$ cat src/rtl/lcd_timing_ctrl.sv
// 800x480 RGB LCD timing generator and backlight power sequencer.
// Latency: pix_x/pix_y lead lcd_de by one clock; lcd_rgb is combinational from pix_data_in and lcd_de.
// Backpressure: none; free-running pixel clock. Optional TEST_PATTERN_EN adds test_sel (grey ramp).
module lcd_timing_ctrl #(
    parameter int H_SYNC    = 128,
    parameter int H_BACK    = 88,
    parameter int H_VALID   = 800,
    parameter int H_FRONT   = 40,
    parameter int V_SYNC    = 2,
    parameter int V_BACK    = 33,
    parameter int V_VALID   = 480,
    parameter int V_FRONT   = 10,
    parameter int BL_FRAMES = 2
) (
    input  logic        clk_in,
    input  logic        sys_rst_n,
    input  logic        enable,
    input  logic [23:0] pix_data_in,
`ifdef TEST_PATTERN_EN
    input  logic        test_sel,
`endif
    output logic [9:0]  pix_x,
    output logic [9:0]  pix_y,
    output logic        lcd_hs,
    output logic        lcd_vs,
    output logic        lcd_de,
    output logic [23:0] lcd_rgb,
    output logic        lcd_bl,
    output logic        frame_start
);

    localparam int H_TOTAL = H_SYNC + H_BACK + H_VALID + H_FRONT;
    localparam int V_TOTAL = V_SYNC + V_BACK + V_VALID + V_FRONT;
    localparam int HW      = $clog2(H_TOTAL + 1);
    localparam int VW      = $clog2(V_TOTAL + 1);
    localparam int HS0     = H_SYNC + H_BACK;
    localparam int VS0     = V_SYNC + V_BACK;

    // Counter compare points, sized to the counters
    localparam logic [HW-1:0] H_LAST     = HW'(H_TOTAL - 1);
    localparam logic [HW-1:0] H_ONE      = HW'(1);
    localparam logic [HW-1:0] H_SYNC_END = HW'(H_SYNC);
    localparam logic [HW-1:0] H_DE_BEG   = HW'(HS0);
    localparam logic [HW-1:0] H_DE_END   = HW'(HS0 + H_VALID);
    // Requests lead DE by one column to cover the generator's register stage
    localparam logic [HW-1:0] H_RQ_BEG   = HW'(HS0 - 1);
    localparam logic [HW-1:0] H_RQ_LAST  = HW'(HS0 + H_VALID - 2);
    localparam logic [VW-1:0] V_LAST     = VW'(V_TOTAL - 1);
    localparam logic [VW-1:0] V_ONE      = VW'(1);
    localparam logic [VW-1:0] V_SYNC_END = VW'(V_SYNC);
    localparam logic [VW-1:0] V_ACT_BEG  = VW'(VS0);
    localparam logic [VW-1:0] V_ACT_END  = VW'(VS0 + V_VALID);
    localparam logic [3:0]    BL_LAST    = 4'(BL_FRAMES - 1);

    typedef enum logic [1:0] {
        ST_OFF   = 2'd0,
        ST_DARK  = 2'd1,
        ST_ON    = 2'd2,
        ST_DRAIN = 2'd3
    } state_t;

    // All panel-side timing outputs travel together so they stay aligned
    typedef struct packed {
        logic       hs;
        logic       vs;
        logic       de;
        logic       fs;
        logic [9:0] px;
        logic [9:0] py;
    } tmg_t;

    localparam tmg_t TMG_IDLE = '{hs: 1'b0, vs: 1'b0, de: 1'b0, fs: 1'b0,
                                  px: 10'h3FF, py: 10'h3FF};

    state_t        r_state;
    logic [3:0]    r_bl_cnt;
    logic          r_bl;
    logic [HW-1:0] r_h_cnt;
    logic [VW-1:0] r_v_cnt;
    tmg_t          r_tmg;
    tmg_t          w_tmg;
    logic          w_run;
    logic          w_h_last;
    logic          w_v_last;
    logic          w_frame_wrap;
    logic          w_act_row;
    logic          w_req_col;
    logic          w_de_col;
    logic [23:0]   w_rgb_src;

    assign w_run        = (r_state != ST_OFF);
    assign w_h_last     = (r_h_cnt == H_LAST);
    assign w_v_last     = (r_v_cnt == V_LAST);
    assign w_frame_wrap = w_run && w_h_last && w_v_last;
    assign w_act_row    = (r_v_cnt >= V_ACT_BEG) && (r_v_cnt < V_ACT_END);
    assign w_req_col    = (r_h_cnt >= H_RQ_BEG) && (r_h_cnt <= H_RQ_LAST);
    assign w_de_col     = (r_h_cnt >= H_DE_BEG) && (r_h_cnt < H_DE_END);

    // Power sequencer: OFF -> DARK (BL_FRAMES dark frames) -> ON; disable drains to frame end
    always_ff @(posedge clk_in or negedge sys_rst_n) begin
        if (!sys_rst_n) begin
            r_state  <= ST_OFF;
            r_bl_cnt <= 4'd0;
            r_bl     <= 1'b0;
        end else begin
            case (r_state)
                ST_OFF: begin
                    r_bl     <= 1'b0;
                    r_bl_cnt <= 4'd0;
                    if (enable) begin
                        r_state <= ST_DARK;
                    end
                end
                ST_DARK: begin
                    if (!enable) begin
                        r_state <= ST_DRAIN;
                        r_bl    <= 1'b0;
                    end else if (w_frame_wrap) begin
                        if (r_bl_cnt == BL_LAST) begin
                            r_state <= ST_ON;
                            r_bl    <= 1'b1;
                        end else begin
                            r_bl_cnt <= r_bl_cnt + 4'd1;
                        end
                    end
                end
                ST_ON: begin
                    if (!enable) begin
                        r_state <= ST_DRAIN;
                        r_bl    <= 1'b0;
                    end
                end
                ST_DRAIN: begin
                    // enable is deliberately ignored until the frame finishes
                    r_bl <= 1'b0;
                    if (w_frame_wrap) begin
                        r_state <= ST_OFF;
                    end
                end
                default: begin
                    r_state <= ST_OFF;
                    r_bl    <= 1'b0;
                end
            endcase
        end
    end

    // Raster counters: run whenever the panel is sequenced up, parked at 0 in OFF
    always_ff @(posedge clk_in or negedge sys_rst_n) begin
        if (!sys_rst_n) begin
            r_h_cnt <= '0;
            r_v_cnt <= '0;
        end else if (!w_run) begin
            r_h_cnt <= '0;
            r_v_cnt <= '0;
        end else if (w_h_last) begin
            r_h_cnt <= '0;
            r_v_cnt <= w_v_last ? '0 : (r_v_cnt + V_ONE);
        end else begin
            r_h_cnt <= r_h_cnt + H_ONE;
        end
    end

    // Decode sync, DE, frame marker and pixel request from the current raster position
    always_comb begin
        w_tmg = TMG_IDLE;
        if (w_run) begin
            w_tmg.hs = (r_h_cnt < H_SYNC_END);
            w_tmg.vs = (r_v_cnt < V_SYNC_END);
            w_tmg.de = w_act_row && w_de_col;
            w_tmg.fs = (r_h_cnt == '0) && (r_v_cnt == '0);
            if (w_act_row && w_req_col) begin
                w_tmg.px = 10'(r_h_cnt - H_RQ_BEG);
                w_tmg.py = 10'(r_v_cnt - V_ACT_BEG);
            end
        end
    end

    // Register the whole timing bundle in one stage so every output shares the same delay
    always_ff @(posedge clk_in or negedge sys_rst_n) begin
        if (!sys_rst_n) begin
            r_tmg <= TMG_IDLE;
        end else begin
            r_tmg <= w_tmg;
        end
    end

`ifdef TEST_PATTERN_EN
    logic [7:0] r_de_x;

    // Column index of the DE beat, registered alongside DE for the grey ramp
    always_ff @(posedge clk_in or negedge sys_rst_n) begin
        if (!sys_rst_n) begin
            r_de_x <= 8'd0;
        end else if (!w_run) begin
            r_de_x <= 8'd0;
        end else begin
            r_de_x <= 8'(r_h_cnt - H_DE_BEG);
        end
    end

    assign w_rgb_src = test_sel ? {3{r_de_x}} : pix_data_in;
`else
    assign w_rgb_src = pix_data_in;
`endif

    assign pix_x       = r_tmg.px;
    assign pix_y       = r_tmg.py;
    assign lcd_hs      = r_tmg.hs;
    assign lcd_vs      = r_tmg.vs;
    assign lcd_de      = r_tmg.de;
    assign frame_start = r_tmg.fs;
    assign lcd_bl      = r_bl;
    // Blank the bus outside DE so porch data from the generator never reaches the panel
    assign lcd_rgb     = r_tmg.de ? w_rgb_src : 24'h0;

endmodule

$ cat config.mk
export PLATFORM = sky130hd
export DESIGN_NAME = lcd_timing_ctrl
export DESIGN_NICKNAME = d
export VERILOG_FILES = /design/src/rtl/lcd_timing_ctrl.sv
export SDC_FILE = /design/constraint.sdc
export NUM_CORES = 1
export LEC_CHECK = 0
export CORE_UTILIZATION = 46
export CTS_BUF_LIST = sky130_fd_sc_hd__clkbuf_8 sky130_fd_sc_hd__clkbuf_16
export DETAILED_ROUTE_END_ITERATION = 10
export GPL_TIMING_DRIVEN = 0
export PLACE_DENSITY = 0.77
export SYNTH_ARGS = -nofsm -noshare
export SYNTH_HDL_FRONTEND = slang
export SYNTH_SLANG_ARGS = --single-unit
$ cat constraint.sdc
create_clock -name clk_in -period 2.4 [get_ports clk_in]
set_clock_uncertainty 0.1 [all_clocks]
set_input_delay 0.24 -clock clk_in [delete_from_list [all_inputs] [get_ports clk_in]]
set_output_delay 0.24 -clock clk_in [all_outputs]
set_load 0.05 [all_outputs]
==> summary.md <==
| Metric | Value |
|---|---|
| Initial core utilization | 47.9% |
| Required @ worst endpoint | 2.50 ns |
| M3 GR Usage | 4.00% |
| Synth Instances | 346 |
| Hold Path Class | in2reg |
| Worst hold path cell count | 3 |
| Post-synthesis sequential area ratio | 40.5% |
| Core area | 6830 um^2 |
| R2R Setup Slk | 0.04 ns |
| Asr flop ratio synth | 100% |
| Sw frac | 37.5% |
| Detailed Route Iter0 Violations | 208 |
| Clock Power Share | 19.2% |
| Initial antenna violation count | 0 |
| Hold Path Origin | enable |
| Synth top area share | 24.5% |
| Synthesized cell area | 3270 um^2 |
| Total wire length | 7.94 mm |
| Final period util | 98.4% |
| Antenna Violating Nets Remaining | 0 |
| Fin nets | 465 |
| Slew margin rel. | 58.8% |
| Gp weighted congestion | 0.907 |
| Drc violations | 0 |
| Max cap viols | 0 |
| Sequential power share | 42.5% |
| Minimum clock period | 2.36 ns |
| Outcome | finished, final reports clean |
| Die span in y | 86.3 um |
| Pwr Density | 583 nW/um^2 |
| Switching power | 0.000935 W |
| Worst Max-Slew Pin Slew | 0.610 ns |
| Die area | 7450 um^2 |
| # rows | 30 |
| Distinct cells, synth | 66 |
| Placement Setup Slack | -0.283 ns |
| Synth warn | 0 |
| Grt ovf | 0 |
| Leak pwr | 2.05 nW |
| Hold Path Sink | lcd_bl$_DFFE_PN0P_ |
| CP arrival | 2.46 ns |
| Post-DP HPWL | 5.94 mm |
| First drt pass iteration count | 4 |
| Hold Fails Final Rpt | 0 |
| I/O pin total | 76 |
| Synth area leader | dfrtp_1 |
| Core Util, Final | 62.7% |
| Vias in the first global route | 2720 |
| Grt peak-use layer | met2 |
| Vias | 2915 |
| Fin Setup TNS | 0 ns |
| Syn Area/Cell | 9.46 um^2 |
| Synth cell count leaders | 32 x dfrtp_1, 27 x nand3_1, 26 x and2_1, 22 x nor2_1, 20 x dfstp_2 |
| CP Class | reg2reg |
| H-tree levels | 2 |
| CTS tree | yes |
| Share of cells above drive strength 1 | 14.8% |
| Final number of setup-violating endpoints | 0 |
| Combinational share of power | 38.3% |
| CP startpoint kind | register |
| RSZ-0062 raised after global routing | no |
| Clk_lat worst skew | 0.31 ns |
| Number of synthesized flops with an enable pin | 0 |
| Worst-path clk slew | 0.10 ns |
| Max-slew violations | 0 |
| Predominant post-synthesis flop cell | dfrtp_1 |
| FF-to-FF End | r_bl_cnt[1]$_DFFE_PN0P_ |
| Int Power | 0.00156 W |
| Num CTS Buffers | 5 |
| Max Clk Rate | 0.423 GHz |
| Max Root-Sink Buffers | 2 |
| Most common cell in the synthesized netlist | dfrtp_1 |
| Area after DPL | 4150 um^2 |
| Antenna cells | 0 |
| All-Layer GR Usage | 21.8% |
| Via-per-instance ratio | 5.60 |
| Die W | 86.3 um |
| Largest net degree at the start of global routing | 39 |
| Total power draw | 0.00250 W |
| First-pass GRT wire length | 12.8 mm |
| Port buffer count | 74 |
| Max VDD drop | 457 uV |
| CTS sink cnt | 52 |
| FF-to-FF path depth | 6 |
| RR Startpoint | r_v_cnt[6]$_DFFE_PN0P_ |
| Met1 GRT Util | 25.6% |
| Post-CTS setup buffer count | 0 |
| Fin area | 4280 um^2 |
| WL/cell | 15.2 um |
| Root Buffer | clkbuf_8 |
| Area Growth Syn to Fin | 30.9% |
| Syn Nets | 386 |
| Top cells by area, synth | dfrtp_1 24%, dfstp_2 16%, and2_1 5.0% |
| Setup crit end kind | register |
| Synthesis-stage register bit count | 52 |
| CP Max Fanout | 9 |
| Met2 Use GR | 39.6% |
| Final Worst Setup Slack | 0.0379 ns |
[cell families (layout without fill, tap and decap cells)]
family | count (synthesis) | after routing | synth area share [%]
xor+xnor | 22 | 22 | 5.89
mux | 3 | 3 | 0.994
buf+inv | 40 | 119 | 6.54
fa+ha+maj | 13 | 13 | 4.97
compound gates | 65 | 65 | 14.1
simple gates | 151 | 151 | 26.9
flops | 52 | 52 | 40.5
[cell usage in the layout (no fill, tap or decap), drive strengths merged, types with 4 or more instances in the layout]
master / netlist / final
a21o: 4 / 4
a21oi: 13 / 13
a31oi: 13 / 13
and2: 29 / 29
buf: 11 / 11
clkbuf: 18 / 21
clkdlybuf4s50: 0 / 53
dfrtp: 32 / 32
dfstp: 20 / 20
dlygate4sd2: 0 / 4
dlymetal6s2s: 0 / 16
ha: 13 / 13
inv: 11 / 12
nand2: 15 / 15
nand2b: 5 / 5
nand3: 27 / 27
nand3b: 4 / 4
nand4: 8 / 8
nor2: 22 / 22
nor3: 12 / 12
o21ai: 4 / 4
or3: 9 / 9
xnor2: 14 / 14
xor2: 8 / 8
[through the flow]
step,hold WS [ns],instances
2_1_floorplan,-0.156,346
3_3_place_gp,0.445,516
3_5_place_dp,0.0677,517
4_1_cts,0.116,524
5_1_grt,0.156,521
6_report,0.114,521
[metal layers]
metal  up-vias  part of all wire (%)
met5         -                     0
met4         0                   1.8
met3        14                   7.1
met2        97                    50
met1      1414                    41
li1       1390                     -
[final cells by class]
type,count,area [um^2]
buffer,25,160
clock buffer,5,68.8
clock inverter,2,11.3
fill,588,2550
inverter,11,41.3
multi-input combinational,254,1750
sequential,52,1330
tap,96,120
timing repair buffer,76,801
[sequential cells by signal, indices dropped and copies added (netlist names), 2 cells and up]
name and flops:
pix_x 10, pix_y 10, r_bl_cnt 4, r_h_cnt 11, r_state 2, r_v_cnt 10
[power by group through the flow]
stage | logic [W] | registers, W | clock network (W)
3_5_place_dp | 0.000949 | 0.00107 | 0
5_1_grt | 0.00106 | 0.00108 | 0.000523
6_report | 0.000957 | 0.00106 | 0.000479
4_1_cts | 0.000956 | 0.00106 | 0.000495
3_3_place_gp | 0.000907 | 0.00107 | 0
2_1_floorplan | 0.000606 | 0.00113 | 0
[worst max path at each step]
stage | startpoint | end | cells after the start
floorplan | r_h_cnt[1]$_DFF_PN0_ | pix_y[3]$_DFF_PN1_ | 7
global placement | sys_rst_n | lcd_vs$_DFF_PN0_ | 1
detailed placement | r_h_cnt[1]$_DFF_PN0_ | pix_y[6]$_DFF_PN1_ | 7
CTS | r_h_cnt[1]$_DFF_PN0_ | pix_y[6]$_DFF_PN1_ | 7
global route | r_v_cnt[7]$_DFFE_PN0P_ | r_bl_cnt[1]$_DFFE_PN0P_ | 5
finish | r_v_cnt[6]$_DFFE_PN0P_ | r_bl_cnt[1]$_DFFE_PN0P_ | 6
[critical path: stages, from the launching register on]
cell and delay [ns]:
dfrtp_1 0.38, buf_6 0.13, or4_4 0.53, buf_6 0.15, or4_4 0.54, or3_1 0.32, o311ai_1 0.09
[repair_timing]
item / in CTS / in global routing
hold buffers: 1 / 0
hold endpoints to repair: 4 / 0
resized for setup: 8 / 20
endpoints found under the setup margin: 42 / 47
Note: power is estimated with default switching activity, not from simulation.
